`src/rtl/cam_stream_gen.sv`:
```
`default_nettype none
// +----------------------------------------------------------------------------+
// | cam_stream_gen : OV7670-style RGB565 test-pattern stream source  (rev 1.0) |
// +----------------------------------------------------------------------------+
module cam_stream_gen #(
  parameter int H_ACTIVE  = 160,
  parameter int V_ACTIVE  = 120,
  parameter int H_BLANK   = 144,
  parameter int VSYNC_LEN = 3,
  parameter int V_BACK    = 17,
  parameter int V_FRONT   = 10
) (
  input  logic        CAM_PCLK,
  input  logic        rst,
  input  logic        enable,
  input  logic [1:0]  pattern_sel,
  input  logic [15:0] solid_rgb565,
  output logic        CAM_VSYNC,
  output logic        CAM_HREF,
  output logic [7:0]  CAM_px_data,
  output logic        frame_done,
  output logic [15:0] frame_cnt
);

  localparam int         LINE_LEN    = 2*H_ACTIVE + H_BLANK;
  localparam int         BAR_W       = H_ACTIVE/8;
  localparam logic [9:0] LINE_LAST   = 10'(LINE_LEN - 1);
  localparam logic [9:0] BYTE_LAST   = 10'(2*H_ACTIVE - 1);
  localparam logic [9:0] HBLANK_LAST = 10'(H_BLANK - 1);
  localparam logic [5:0] VSYNC_LAST  = 6'(VSYNC_LEN - 1);
  localparam logic [5:0] VBACK_LAST  = 6'(V_BACK - 1);
  localparam logic [5:0] VFRONT_LAST = 6'(V_FRONT - 1);
  localparam logic [8:0] Y_END       = 9'(V_ACTIVE);
  localparam logic [6:0] BAR_LAST    = 7'(BAR_W - 1);

  typedef enum logic [2:0] {
    S_IDLE, S_VSYNC, S_VBACK, S_ACTIVE, S_HBLANK, S_VFRONT
  } state_t;

  state_t      r_state;
  logic [9:0]  r_cyc;
  logic [9:0]  r_bcnt;
  logic [8:0]  r_y;
  logic [5:0]  r_vline;
  logic [7:0]  r_px_x;
  logic [2:0]  r_bar;
  logic [6:0]  r_bar_pos;
  logic [1:0]  r_pat;
  logic [15:0] r_solid;
  logic [7:0]  r_lo_byte;
  logic [15:0] w_bar_rgb;
  logic [15:0] w_pixel;
  logic        w_line_end;
  logic        w_emit_hi;

  always_comb begin
    case (r_bar)
      3'd0:    w_bar_rgb = 16'hFFFF;
      3'd1:    w_bar_rgb = 16'hFFE0;
      3'd2:    w_bar_rgb = 16'h07FF;
      3'd3:    w_bar_rgb = 16'h07E0;
      3'd4:    w_bar_rgb = 16'hF81F;
      3'd5:    w_bar_rgb = 16'hF800;
      3'd6:    w_bar_rgb = 16'h001F;
      default: w_bar_rgb = 16'h0000;
    endcase
  end

  // r_px_x / r_bar / r_y always describe the pixel whose high byte goes out next.
  always_comb begin
    case (r_pat)
      2'd0:    w_pixel = w_bar_rgb;
      2'd1:    w_pixel = {r_px_x[7:3], r_px_x[7:2], r_px_x[7:3]};
      2'd2:    w_pixel = r_solid;
      default: w_pixel = (r_px_x[3] ^ r_y[3]) ? 16'hFFFF : 16'h0000;
    endcase
  end

  assign w_line_end = (r_cyc == LINE_LAST);

  always_comb begin
    w_emit_hi = 1'b0;
    case (r_state)
      S_VBACK:  w_emit_hi = w_line_end && (r_vline == VBACK_LAST);
      S_ACTIVE: w_emit_hi = (r_bcnt != BYTE_LAST) && r_bcnt[0];
      S_HBLANK: w_emit_hi = (r_cyc == HBLANK_LAST) && (r_y < Y_END);
      default:  w_emit_hi = 1'b0;
    endcase
  end

  always_ff @(posedge CAM_PCLK or negedge rst) begin
    if (!rst) begin
      r_state     <= S_IDLE;
      r_cyc       <= '0;
      r_bcnt      <= '0;
      r_y         <= '0;
      r_vline     <= '0;
      r_px_x      <= '0;
      r_bar       <= '0;
      r_bar_pos   <= '0;
      r_pat       <= '0;
      r_solid     <= '0;
      r_lo_byte   <= '0;
      CAM_VSYNC   <= 1'b0;
      CAM_HREF    <= 1'b0;
      CAM_px_data <= '0;
      frame_done  <= 1'b0;
      frame_cnt   <= '0;
    end else begin
      frame_done <= 1'b0;
      case (r_state)
        S_IDLE: begin
          if (enable) begin
            r_state   <= S_VSYNC;
            CAM_VSYNC <= 1'b1;
            r_pat     <= pattern_sel;
            r_solid   <= solid_rgb565;
            r_cyc     <= '0;
            r_vline   <= '0;
            r_y       <= '0;
          end
        end
        S_VSYNC: begin
          r_cyc <= w_line_end ? 10'd0 : r_cyc + 10'd1;
          if (w_line_end) begin
            if (r_vline == VSYNC_LAST) begin
              r_vline   <= '0;
              r_state   <= S_VBACK;
              CAM_VSYNC <= 1'b0;
            end else begin
              r_vline <= r_vline + 6'd1;
            end
          end
        end
        S_VBACK: begin
          r_cyc <= w_line_end ? 10'd0 : r_cyc + 10'd1;
          if (w_line_end) begin
            if (r_vline == VBACK_LAST) begin
              r_vline  <= '0;
              r_state  <= S_ACTIVE;
              CAM_HREF <= 1'b1;
              r_bcnt   <= '0;
            end else begin
              r_vline <= r_vline + 6'd1;
            end
          end
        end
        S_ACTIVE: begin
          if (r_bcnt == BYTE_LAST) begin
            r_state     <= S_HBLANK;
            CAM_HREF    <= 1'b0;
            CAM_px_data <= '0;
            r_cyc       <= '0;
            r_y         <= r_y + 9'd1;
            r_px_x      <= '0;
            r_bar       <= '0;
            r_bar_pos   <= '0;
          end else begin
            r_bcnt <= r_bcnt + 10'd1;
            if (!r_bcnt[0]) CAM_px_data <= r_lo_byte;
          end
        end
        S_HBLANK: begin
          if (r_cyc == HBLANK_LAST) begin
            r_cyc <= '0;
            if (r_y < Y_END) begin
              r_state  <= S_ACTIVE;
              CAM_HREF <= 1'b1;
              r_bcnt   <= '0;
            end else begin
              r_state <= S_VFRONT;
              r_vline <= '0;
            end
          end else begin
            r_cyc <= r_cyc + 10'd1;
          end
        end
        S_VFRONT: begin
          r_cyc <= w_line_end ? 10'd0 : r_cyc + 10'd1;
          if (w_line_end) begin
            if (r_vline == VFRONT_LAST) begin
              r_vline    <= '0;
              frame_done <= 1'b1;
              frame_cnt  <= frame_cnt + 16'd1;
              if (enable) begin
                r_state   <= S_VSYNC;
                CAM_VSYNC <= 1'b1;
                r_pat     <= pattern_sel;
                r_solid   <= solid_rgb565;
                r_y       <= '0;
              end else begin
                r_state <= S_IDLE;
              end
            end else begin
              r_vline <= r_vline + 6'd1;
            end
          end
        end
        default: r_state <= S_IDLE;
      endcase

      // High byte goes out now, low byte is held for the following cycle.
      if (w_emit_hi) begin
        CAM_px_data <= w_pixel[15:8];
        r_lo_byte   <= w_pixel[7:0];
        r_px_x      <= r_px_x + 8'd1;
        if (r_bar_pos == BAR_LAST) begin
          r_bar_pos <= '0;
          r_bar     <= r_bar + 3'd1;
        end else begin
          r_bar_pos <= r_bar_pos + 7'd1;
        end
      end
    end
  end

endmodule
`default_nettype wire

```
`config.mk`:
```
export PLATFORM = sky130hd
export DESIGN_NAME = cam_stream_gen
export DESIGN_NICKNAME = d
export VERILOG_FILES = /design/src/rtl/cam_stream_gen.sv
export SDC_FILE = /design/constraint.sdc
export NUM_CORES = 1
export LEC_CHECK = 0
export ABC_AREA = 1
export ABC_CLOCK_PERIOD_IN_PS = 5500
export CAP_MARGIN = 0
export CORE_MARGIN = 2
export CORE_UTILIZATION = 64
export CTS_CLUSTER_SIZE = 24
export DETAILED_ROUTE_END_ITERATION = 8
export PLACE_DENSITY = 0.86
export REMOVE_ABC_BUFFERS = 1
export SYNTH_ARGS = -nofsm -noshare
export SYNTH_HDL_FRONTEND = slang
export SYNTH_SLANG_ARGS = --single-unit
```
`constraint.sdc`:
```
create_clock -name CAM_PCLK -period 5.5 [get_ports CAM_PCLK]
set_clock_uncertainty 0.15 [all_clocks]
set_input_delay 0.55 -clock CAM_PCLK [delete_from_list [all_inputs] [get_ports CAM_PCLK]]
set_output_delay 0.55 -clock CAM_PCLK [all_outputs]
set_load 0.05 [all_outputs]
```
Word level (Yosys, flattened, before mapping)

Index checks and enable logic that the tools add are counted.

Output and inout bits: 27
Bits in latches: 0
Register bits after elaboration: 109
Memories: 0
Memory bits (writable): 0
ROM bits: 0

Magnitude comparators: 1
Reductions and logical operators: 26
Mux-type cells: 80
Divide/modulo/power cells: 0
$add $sub $neg: 8
Shift-type cells: 0
Equal/unequal tests: 34
Bitwise gates (word level): 1
Multiply operators: 0

Operators with widths:

| operator                                                               | count |
|---|---|
| 16-bit case mux with 7 select lines                                    | 1 |
| 10-bit two-way mux                                                     | 9 |
| 16-bit two-way mux                                                     | 4 |
| 8-bit two-way mux                                                      | 7 |
| 6-bit two-way mux                                                      | 9 |
| 16-bit case mux with 3 select lines                                    | 1 |
| 3-bit two-way mux                                                      | 14 |
| 10-bit case mux with 4 select lines                                    | 1 |
| 9-bit two-way mux                                                      | 4 |
| 16-bit case mux with 2 select lines                                    | 1 |
| 10-bit case mux with 3 select lines                                    | 1 |
| 6-bit case mux with 5 select lines                                     | 1 |
| 7-bit two-way mux                                                      | 4 |
| 9-bit case mux with 3 select lines                                     | 1 |
| 2-bit inequality test, second input constant                           | 12 |
| 10-bit by 1-bit adder with 10-bit output, second input constant        | 2 |
| 10-bit by 9-bit equality test with 1-bit output, second input constant | 2 |
| 3-bit case mux with 6 select lines                                     | 1 |
| 16-bit by 1-bit adder with 16-bit output, second input constant        | 1 |
| 3-bit equality test, second input constant                             | 5 |
| 1-bit two-way mux                                                      | 14 |
| 3-bit by 2-bit equality test with 1-bit output, second input constant  | 4 |
| 6-bit AND reduction                                                    | 2 |
| 10-bit by 8-bit equality test with 1-bit output, second input constant | 1 |
| 33 further kinds                                                       | 48 |

Longest topological paths before layout

Gate-level depths: netlist of the first run.

Word-level depth: 5
Mapped depth: 13

Worst setup path before layout of the first run

Ideal clock, no wire load.

Kind: register to register
Start: reg r_bcnt[0]
End: reg CAM_px_data[3]
Data arrival time: 1.685 ns
Buffers on the path: 2
Path slack: 3.549 ns
Cell stages (with the launch flop): 13
Setup time: 0.116 ns
Cell sequence: dfrtp_1 > ha_1 > nand3_2 > nor2_4 > nand2_4 > nand3_4 > nand3_4 > buf_8 > buf_12 > nand2_1 > nand2_1 > clkinv_1 > nand2_1

Cells in the longest elaborated chain, start to end: 5
Elaborated cells on any way between the ends: 10

RTL lines:

| element                                                                                                 | line | RTL |
|---|---|---|
| start, declared                                                                                         | 42   | `logic [9:0] r_bcnt;` |
| start signal, assigned                                                                                  | 159  | `r_bcnt <= r_bcnt + 10'd1;` |
| 10-bit by 9-bit inequality test with 1-bit output                                                       | 85   | `S_ACTIVE: w_emit_hi = (r_bcnt != BYTE_LAST) && r_bcnt[0];` |
| 1-bit logical AND                                                                                       | 85   |  |
| 1-bit case mux with 3 select lines                                                                      | 83   | `case (r_state)` |
| 3-bit by 1-bit inequality test with 1-bit output (no line) / 2-bit nonzero test (equally long branches) | --   |  |
| 2-bit AND reduction (no line)                                                                           | --   |  |
| end signal, assigned                                                                                    | 160  | `if (!r_bcnt[0]) CAM_px_data <= r_lo_byte;` |
| end signal, assigned                                                                                    | 204  | `CAM_px_data <= w_pixel[15:8];` |
| end, declared                                                                                           | 20   | `output logic [7:0] CAM_px_data,` |

Several ways; a longest one is shown, not always the timed one. The select of a mux whose other input is x is not followed.
A chain may end at the register's enable or synchronous reset.

Worst setup path after layout of the first run

Start: reg r_cyc[0]
End: reg r_y[2]

Cells in the longest elaborated chain, start to end: 3

RTL lines:

| element                                         | line | RTL |
|---|---|---|
| start, declared                                 | 41   | `logic [9:0] r_cyc;` |
| start signal, assigned                          | 124  | `r_cyc <= w_line_end ? 10'd0 : r_cyc + 10'd1;` |
| start signal, assigned                          | 136  | `r_cyc <= w_line_end ? 10'd0 : r_cyc + 10'd1;` |
| start signal, assigned                          | 175  | `r_cyc <= r_cyc + 10'd1;` |
| 10-bit by 9-bit equality test with 1-bit output | 79   | `assign w_line_end = (r_cyc == LINE_LAST);` |
| 2-bit inequality test (no line)                 | --   |  |
| 4-bit AND reduction (no line)                   | --   |  |
| end signal, assigned                            | 154  | `r_y <= r_y + 9'd1;` |
| end, declared                                   | 43   | `logic [8:0] r_y;` |

No other way between the ends.

==> results of run 1 <==
cell families after synthesis:
group	count (synthesis)	share of synthesized area, %
muxes	1	0.156
AOI/OAI and AO/OA	79	6.64
adders and majority gates	15	2.92
buffers and inverters	112	7.38
and+or+nand+nor	519	36.1
DFF	109	42.5
xor gates and xnor gates	32	4.36
path summary, 6_finish.rpt:
path	cells after the start	endpoint
max in group asynchronous	2	r_solid[0]
min in group CAM_PCLK	2	r_solid[7]
worst min register to register	2	r_solid[7]
worst max-delay path	9	r_y[2]
worst min-delay path	1	frame_cnt[8]
worst max register to register	9	r_y[2]
metrics by stage:
step | total power [mW] | util, % | setup WS, ns | area, µm² | hold slack, ns
after CTS | 2.90 | 73.5 | 2.70 | 7190 | 0.177
after detailed placement | 2.34 | 71.1 | 2.71 | 6950 | 0.332
after global routing | 3.11 | 73.5 | 2.41 | 7190 | 0.218
final | 2.90 | 73.5 | 2.68 | 7190 | 0.142
after global placement | 2.29 | 71.1 | 2.90 | 6950 | 0.329
after floorplan | 2.00 | - | 3.26 | 6310 | 0.104
critical path, cell delays in order (launching register included):
cell and delay (ns):
dfrtp_1 0.40, ha_1 0.22, nand2_2 0.09, nor2_4 0.16, nand4_2 0.22, nand2_1 0.17, nand3_2 0.67, nand2_2 0.44
nand3_1 0.13, nand2_1 0.09
layout by cell type, fill, tap and decap left out, types with 13 or more instances in the layout:
cell             instances
dfrtp_1                109
nand4_1                 24
ha_1                    15
a21oi_1                 15
nor2_1                  74
nand3_1                 64
nor2_2                  15
xor2_1                  23
nand2_1                298
clkdlybuf4s50_1         46
o21ai_1                 18
inv_1                   83
o21ai_0                 38
nor3_1                  13
sequential cells by signal, indices dropped and copies added, names as in the netlist, 3 cells and up:
signal,flops
CAM_px_data,8
frame_cnt,16
r_bar,3
r_bar_pos,7
r_bcnt,10
r_cyc,10
r_lo_byte,8
r_px_x,8
r_solid,16
r_state,3
r_vline,6
r_y,9
power groups by stage:
stage	registers [mW]	logic [mW]	clock network, mW
global placement	1.14	1.15	0
global route	1.16	1.36	0.594
finish	1.14	1.21	0.554
detailed placement	1.14	1.19	0
CTS	1.13	1.20	0.564
floorplan	1.20	0.804	0
layout make-up:
type                            count  share of cell area, %
Tap cell                          133                   2.32
Clock buffer                       12                   2.16
Timing Repair Buffer               48                   6.62
Multi-Input combinational cell    646                   44.8
Clock inverter                      4                   1.08
Inverter                           97                   5.07
Sequential cell                   109                   38.0
metal layers:
layer	up-vias	wire [µm]
met3	29	823
met2	211	6860
met5	-	0
met1	2734	6270
met4	0	259
li1	2848	-
==> results.json, run 1 <==
{
  "outcome": "finished, final reports clean",
  "route.antenna.remaining_nets": 0,
  "globalRouteMet2Util_pct": 45.5,
  "clkPwrFrac_pct": 19.1,
  "multi_input_area_mm2": 0.00322,
  "hold_violations": 0,
  "drtIter0Drc": 318,
  "yosysSeqAreaShare_pct": 42.5,
  "slew_viol_final": 0,
  "hp-class": "in2async",
  "use_met1_pct": 36.9,
  "postSynth.asyncResetShare_pct": 100,
  "cts_hold_buf": 0,
  "instances_no_fill": 1049,
  "comb_power_share_pct": 41.7,
  "vias": 5822,
  "yosysTopAreaCellShare_pct": 42.5,
  "fin_crit_sh_pct": 51.2,
  "r2r-start": "r_cyc[0]",
  "drtPass1Iterations": 5,
  "die_area_mm2": 0.0109,
  "vdd_drop_max_mv": 0.309,
  "cts_resized": 0,
  "cts_made_buffers": 9,
  "swShare_pct": 43.2,
  "max-cap-violations": 0,
  "clkLatencyLatePin_ns": 0.37,
  "grt_max_degree": 70,
  "place_congestion": 0.939,
  "timing.slew.headroom_pct": 37.7,
  "port_buffers": 47,
  "criticalPathCategory": "reg2reg",
  "ys_ff_latch": 109,
  "grt_overflow": 0,
  "start_kind": "flop",
  "synthFlopType": "dfrtp_1",
  "n_fill_cell": 768,
  "ys_types": 38,
  "antenna_found_initial": 0,
  "power_density_mw_per_mm2": 404,
  "busiest_layer": "met2",
  "tritoncts": "yes",
  "drt_wl_total_um": 14200,
  "clock-sinks": 109,
  "synth_most_common_cell": "nand2_1",
  "final_nets": 947,
  "crit_start": "r_cyc[0]",
  "max-clock-path-buffers": 2,
  "cp.arrival_ns": 2.97,
  "initial_core_util_pct": 65.7,
  "synth_edf_count": 0,
  "fp.coreArea_mm2": 0.00977,
  "leakagePower_nw": 3.55,
  "antenna-diode-count": 0,
  "dp_hpwl_um": 10200,
  "synthTopCellsByCount": "nand2_1, dfrtp_1, inv_1",
  "switchingPower_mw": 1.25,
  "yosys-top-cells-area": "dfrtp_1, nand2_1, nand3_1, inv_1, nor2_1",
  "grt_pass1_wl_um": 24400,
  "setup_violations": 0,
  "dieHeight_um": 104,
  "required_ns": 5.65,
  "grt_pass1_vias": 5421,
  "synth_area_mm2": 0.00642,
  "ys.warnings.count": 0,
  "p_int_mw": 1.65,
  "critPathMaxFanout": 45,
  "cts-root-buf": "clkbuf_8",
  "row_count": 36,
  "grtUsageMet3_pct": 3.63,
  "end_kind": "flop",
  "grt_usage_pct": 27.3,
  "syn_area_per_cell_um2": 7.41,
  "die_w_um": 104,
  "viasPerCell": 5.55,
  "seq_area_mm2": 0.00273,
  "setup_tns_ns": 0,
  "drive_above_1_share_pct": 7.53,
  "cts.clk_slew.worst_paths_ns": 0.10,
  "io_pins": 48,
  "yosys.area.top_type": "dfrtp_1",
  "pwr-share-seq_pct": 39.2,
  "htreeDepth": 3,
  "max_freq_mhz": 355,
  "period_minus_slack_ns": 2.82,
  "area_growth_pct": 11.9,
  "post_cts_buffers": 0,
  "rsz0062_at_grt": "false",
  "reg2reg_setup_slack_ns": 2.68,
  "dp_cells": 1033,
  "drcViolationCount": 0,
  "wl_per_cell_um": 13.5,
  "synthesis.instances": 867,
  "worst_pin_slew_ns": 0.931
}
(Power assumes the default switching activity.)
==> inputs of run 2 (changes only) <==
Settings changed: ABC_CLOCK_PERIOD_IN_PS 5500 to 2800, CORE_UTILIZATION 64 to 59, PLACE_DENSITY 0.86 to 0.8.
Clock period 5.5 ns to 2.8 ns, I/O delays scaled along.
==> run 2 against run 1 <==
  * Maximum frequency rose by 22%
  * Final area rose by 0.24%
  * Critical path depth fell by 1
  * Sequential power rose by 95%
  * Routed wire length fell by 5.2%
  * Non-clock buffer count rose by 5
  * Global-route usage fell by 2.5 points
  * Total power rose by 89%
  * Largest power group unchanged
==> results.json, run 2 (synthesized netlist as in run 1, its figures left out) <==
{
  "outcome": "finished, final reports clean",
  "grt_max_degree": 63,
  "critPathMaxFanout": 11,
  "hp-class": "in2reg",
  "cp_slowest_stage_delay_ns": 0.50,
  "max_freq_mhz": 432,
  "crit_chain": "ha_1, nand3_2, nor2_4, nand2_4, nand2_1, nand3_1, or2_2, a21oi_1",
  "fp.coreArea_mm2": 0.0107,
  "tritoncts": "yes",
  "p_int_mw": 3.07,
  "criticalPathCategory": "reg2reg",
  "antenna_found_initial": 0,
  "port_buffers": 47,
  "n_fill_cell": 973,
  "timing.slew.headroom_pct": 58.4,
  "period_minus_slack_ns": 2.31,
  "row_count": 38,
  "die_w_um": 108,
  "area_growth_pct": 12.2,
  "viasPerCell": 5.31,
  "drcViolationCount": 0,
  "post_dp_cell_area_mm2": 0.00703,
  "dieHeight_um": 108,
  "clkLatencyLatePin_ns": 0.39,
  "cts_hold_buf": 1,
  "drtIter0Drc": 311,
  "clock-sinks": 109,
  "vias": 5622,
  "io_pins": 48,
  "holdPathStages": 3,
  "drtPass1Iterations": 5,
  "switchingPower_mw": 2.42,
  "final_common_cell": "nand2_1",
  "design_area_mm2": 0.00720,
  "multi_input_area_mm2": 0.00322,
  "leakagePower_nw": 3.55,
  "drive_above_1_share_pct": 7.73,
  "htreeDepth": 3,
  "comb_power_share_pct": 43.9,
  "grt_overflow": 0,
  "die_area_mm2": 0.0117,
  "clkPwrFrac_pct": 15.7,
  "grt_usage_pct": 24.8,
  "initial_core_util_pct": 59.8,
  "post_cts_buffers": 0,
  "p_total_mw": 5.49,
  "slowest_stage": "dfrtp_1",
  "max-cap-violations": 0,
  "pwr-share-seq_pct": 40.4,
  "grt_pass1_vias": 5061,
  "final_nets": 952,
  "grt_pass1_wl_um": 23000,
  "slew_viol_final": 0,
  "layout.cells.most_common_list": "nand2_1, dfrtp_1, inv_1, nor2_1, nand3_1",
  "required_ns": 2.97,
  "cts-root-buf": "clkbuf_8",
  "rsz0062_at_grt": "false",
  "antenna-diode-count": 0,
  "drt_wl_total_um": 13500,
  "setup_violations": 0,
  "setup_tns_ns": 0,
  "reg2regPathDepth": 8,
  "worst_pin_slew_ns": 0.624,
  "cts_made_buffers": 9,
  "dp_hpwl_um": 10100,
  "hold_violations": 0,
  "fin_crit_sh_pct": 82.7,
  "seq_area_mm2": 0.00273,
  "cts_resized": 0,
  "swShare_pct": 44.1,
  "power_density_mw_per_mm2": 762,
  "max-clock-path-buffers": 2,
  "fin_util_pct": 67.0,
  "route.antenna.remaining_nets": 0,
  "vdd_drop_max_mv": 0.401,
  "reg_top3": "frame_cnt: 16 flops, r_solid: 16 flops",
  "place_congestion": 0.876,
  "cts.clk_slew.worst_paths_ns": 0.10,
  "wl_per_cell_um": 12.7,
  "cp.arrival_ns": 2.48,
  "start_kind": "flop",
  "end_kind": "flop"
}
[run 2: path summary, 6_finish.rpt]
kind	slack, ns	from	endpoint
setup / recovery	0.49	r_bcnt[0]	r_cyc[3]
hold / removal	0.27	solid_rgb565[2]	r_solid[2]
setup reg to reg	0.49	r_bcnt[0]	r_cyc[3]
hold reg to reg	0.35	r_solid[11]	r_solid[11]
max in group asynchronous	1.47	rst	CAM_px_data[0]
min in group asynchronous	0.30	rst	r_vline[1]
[run 2: power groups by stage]
stage                     combinational, mW  sequential [mW]  clock (mW)
after CTS                              2.41             2.22       0.888
after floorplan                        1.58             2.35           0
after global placement                 2.37             2.24           0
after global routing                   2.73             2.26       0.950
final                                  2.41             2.22       0.859
after detailed placement               2.40             2.25           0
[run 2: area by class of cell]
| type | count | area share, % |
|---|---|---|
| Multi-Input combinational cell | 646 | 44.7 |
| Clock buffer | 11 | 1.96 |
| Tap cell | 140 | 2.43 |
| Sequential cell | 109 | 37.9 |
| Timing Repair Buffer | 53 | 7.68 |
| Clock inverter | 3 | 0.313 |
| Inverter | 97 | 5.05 |
[run 2: metal layers]
layer,global-route usage (%),routed length [µm],vias up
li1,-,-,2857
met1,35.9,6550,2629
met2,37.5,6070,124
met3,4.64,675,12
met4,8.33,177,0
met5,0,0,-
[run 2: worst max-delay path, delay by kind of cell, from the launching register on]
kind,cells,cell delay (ns)
flip-flops,1,0.50
AND/OR/NAND/NOR,6,1.22
AO/OA/AOI/OAI,1,0.12
adder cells (fa/ha/maj),1,0.24
[run 2: per-stage QoR]
| stage | hold slack [ns] | cells | setup slack [ns] |
|---|---|---|---|
| after global placement | 0.184 | 1044 | 0.587 |
| after floorplan | -0.166 | 852 | 0.565 |
| final | 0.270 | 1059 | 0.486 |
| after global routing | 0.272 | 1059 | 0.272 |
| after CTS | 0.261 | 1059 | 0.501 |
| after detailed placement | 0.186 | 1044 | 0.506 |
==> inputs of run 3 (changes only) <==
Settings changed: ABC_CLOCK_PERIOD_IN_PS 2800 to 2300.
Clock period 2.8 ns to 2.3 ns, I/O delays scaled along.
==> run 3 against run 2 <==
  * Cell count is 1.2% higher
  * Maximum frequency is 7.7% higher
  * Sequential power grew 21%
  * Critical path depth increased by 3
  * Global-route usage grew 0.32 points
  * Critical path type unchanged
==> results.json, run 3 (synthesized netlist as in run 1, its figures left out) <==
{
  "p_total_mw": 6.98,
  "worst_pin_slew_ns": 0.508,
  "area_growth_pct": 14.9,
  "period_minus_slack_ns": 2.15,
  "end_kind": "flop",
  "fin_crit_sh_pct": 93.4,
  "critPathMaxFanout": 19,
  "criticalPathCategory": "reg2reg",
  "hold_slack_ns": 0.162,
  "critical_path.top_delay_family": "simple AND/OR/NAND/NOR gates",
  "grt_pass1_wl_um": 23500,
  "required_ns": 2.42,
  "row_count": 38,
  "place_congestion": 0.915,
  "hold_violations": 0,
  "drt_wl_total_um": 13700,
  "outcome": "finished, final reports clean",
  "max-cap-violations": 0,
  "drcViolationCount": 0,
  "rsz0062_at_grt": "true",
  "cts_made_buffers": 9,
  "reg_top3": "frame_cnt: 16 flops, r_solid: 16 flops",
  "setup_violations": 0,
  "clock-sinks": 109,
  "final_nets": 965,
  "vias": 5687,
  "port_buffers": 47,
  "clkPwrFrac_pct": 17.1,
  "drive_above_1_share_pct": 9.23,
  "switchingPower_mw": 3.00,
  "grt_usage_pct": 25.1,
  "htreeDepth": 3,
  "max_freq_mhz": 465,
  "crit_cells": 11,
  "antenna-diode-count": 0,
  "dieHeight_um": 108,
  "grt_pass1_vias": 5212,
  "dp_cells": 1054,
  "cp_slowest_stage_delay_ns": 0.40,
  "swShare_pct": 42.9,
  "start_kind": "flop",
  "crit_chain": "ha_1, nand2_2, nor2_4, nand2_4, nor2_4, nand2_2, nand3_4, nor2_4, buf_12, nand2_1, o21ai_0",
  "timing.slew.headroom_pct": 66.0,
  "grt_max_degree": 46,
  "initial_core_util_pct": 59.8,
  "power_density_mw_per_mm2": 947,
  "reg2regPathDepth": 11,
  "wl_per_cell_um": 12.8,
  "max-clock-path-buffers": 2,
  "route.antenna.remaining_nets": 0,
  "cp.arrival_ns": 2.27,
  "cts.clk_slew.worst_paths_ns": 0.10,
  "leakagePower_nw": 3.65,
  "slew_viol_final": 0,
  "cp_common_cell": "nor2_4",
  "die_w_um": 108,
  "antenna_found_initial": 0,
  "comb_power_share_pct": 44.5,
  "io_pins": 48,
  "viasPerCell": 5.31,
  "fp.coreArea_mm2": 0.0107,
  "tritoncts": "yes",
  "vdd_drop_max_mv": 0.512,
  "p_int_mw": 3.98,
  "drtIter0Drc": 350,
  "critPathBufInv": 1,
  "clkLatencyLatePin_ns": 0.39,
  "dp_hpwl_um": 10100,
  "layout.cells.most_common_list": "nand2_1, dfrtp_1, inv_1, nor2_1, nand3_1",
  "setup_tns_ns": 0,
  "hp-class": "in2async",
  "n_fill_cell": 908,
  "drtPass1Iterations": 5,
  "slowest_stage": "dfrtp_1",
  "pwr-share-seq_pct": 38.4,
  "cts-root-buf": "clkbuf_8",
  "die_area_mm2": 0.0117,
  "instances_no_fill": 1072,
  "grt_overflow": 0,
  "final_common_cell": "nand2_1"
}
## run 3: cell count changes in the layout (fill, tap and decap cells not counted), sizes merged
cell | previous run | this run
clkinv | 5 | 4
clkinvlp | 0 | 1
buf | 6 | 19
bufinv | 0 | 1
inv | 95 | 94
## run 3: area by class of cell
| type | count | area, µm² | area share, % |
|---|---|---|---|
| clock buffers | 11 | 151 | 2.05 |
| clock inverters | 3 | 46.3 | 0.628 |
| inverters | 97 | 364 | 4.94 |
| multi-input cells | 646 | 3240 | 43.9 |
| flip-flops and latches | 109 | 2730 | 37.0 |
| well taps | 140 | 175 | 2.37 |
| repair buffers | 66 | 676 | 9.16 |
## run 3: layer usage
layer / vias to the layer above / track usage (%) / wire length (µm)
li1: 2884 / - / -
met1: 2613 / 36.1 / 6720
met2: 164 / 38.6 / 6090
met3: 26 / 3.44 / 628
met4: 0 / 9.89 / 288
met5: - / 0 / 0
## run 3: repair_timing
item,4_1_cts,5_1_grt
endpoints found under the setup margin,0,29
setup buffers,0,3
endpoints found under the hold margin,108,0
hold buffers,1,0
gates resized for setup,0,3
## run 3: per-stage QoR
| step | setup WS, ns | util (%) | cell area, µm² |
|---|---|---|---|
| 5_1_grt | -0.00745 | 68.7 | 7380 |
| 2_1_floorplan | 0.0646 | - | 6310 |
| 4_1_cts | 0.112 | 68.2 | 7330 |
| 3_3_place_gp | 0.195 | 66.2 | 7120 |
| 6_report | 0.151 | 68.7 | 7380 |
| 3_5_place_dp | 0.122 | 66.2 | 7120 |
## run 3: worst register-to-register path, delay by kind of cell (launching register included)
| kind | cells | cell delay, ns |
|---|---|---|
| simple gates | 8 | 1.03 |
| flops | 1 | 0.40 |
| fa+ha+maj | 1 | 0.23 |
| buf+inv | 1 | 0.15 |
| compound gates | 1 | 0.07 |
## run 3: power groups by stage
stage	clock (mW)	sequential, mW	combinational (mW)
5_1_grt	1.30	2.73	3.50
6_report	1.19	2.68	3.11
3_5_place_dp	0	2.71	3.01
4_1_cts	1.22	2.67	3.03
2_1_floorplan	0	2.86	1.92
3_3_place_gp	0	2.70	3.00
## run 3: final timing paths
path	startpoint	to	slack, ns
hold reg to reg	r_solid[0]	r_solid[0]	0.35
max in group asynchronous	rst	r_bcnt[6]	1.27
hold / removal	rst	r_cyc[5]	0.16
setup / recovery	r_cyc[0]	r_bar_pos[4]	0.15
setup reg to reg	r_cyc[0]	r_bar_pos[4]	0.15
min in group CAM_PCLK	solid_rgb565[14]	r_solid[14]	0.23
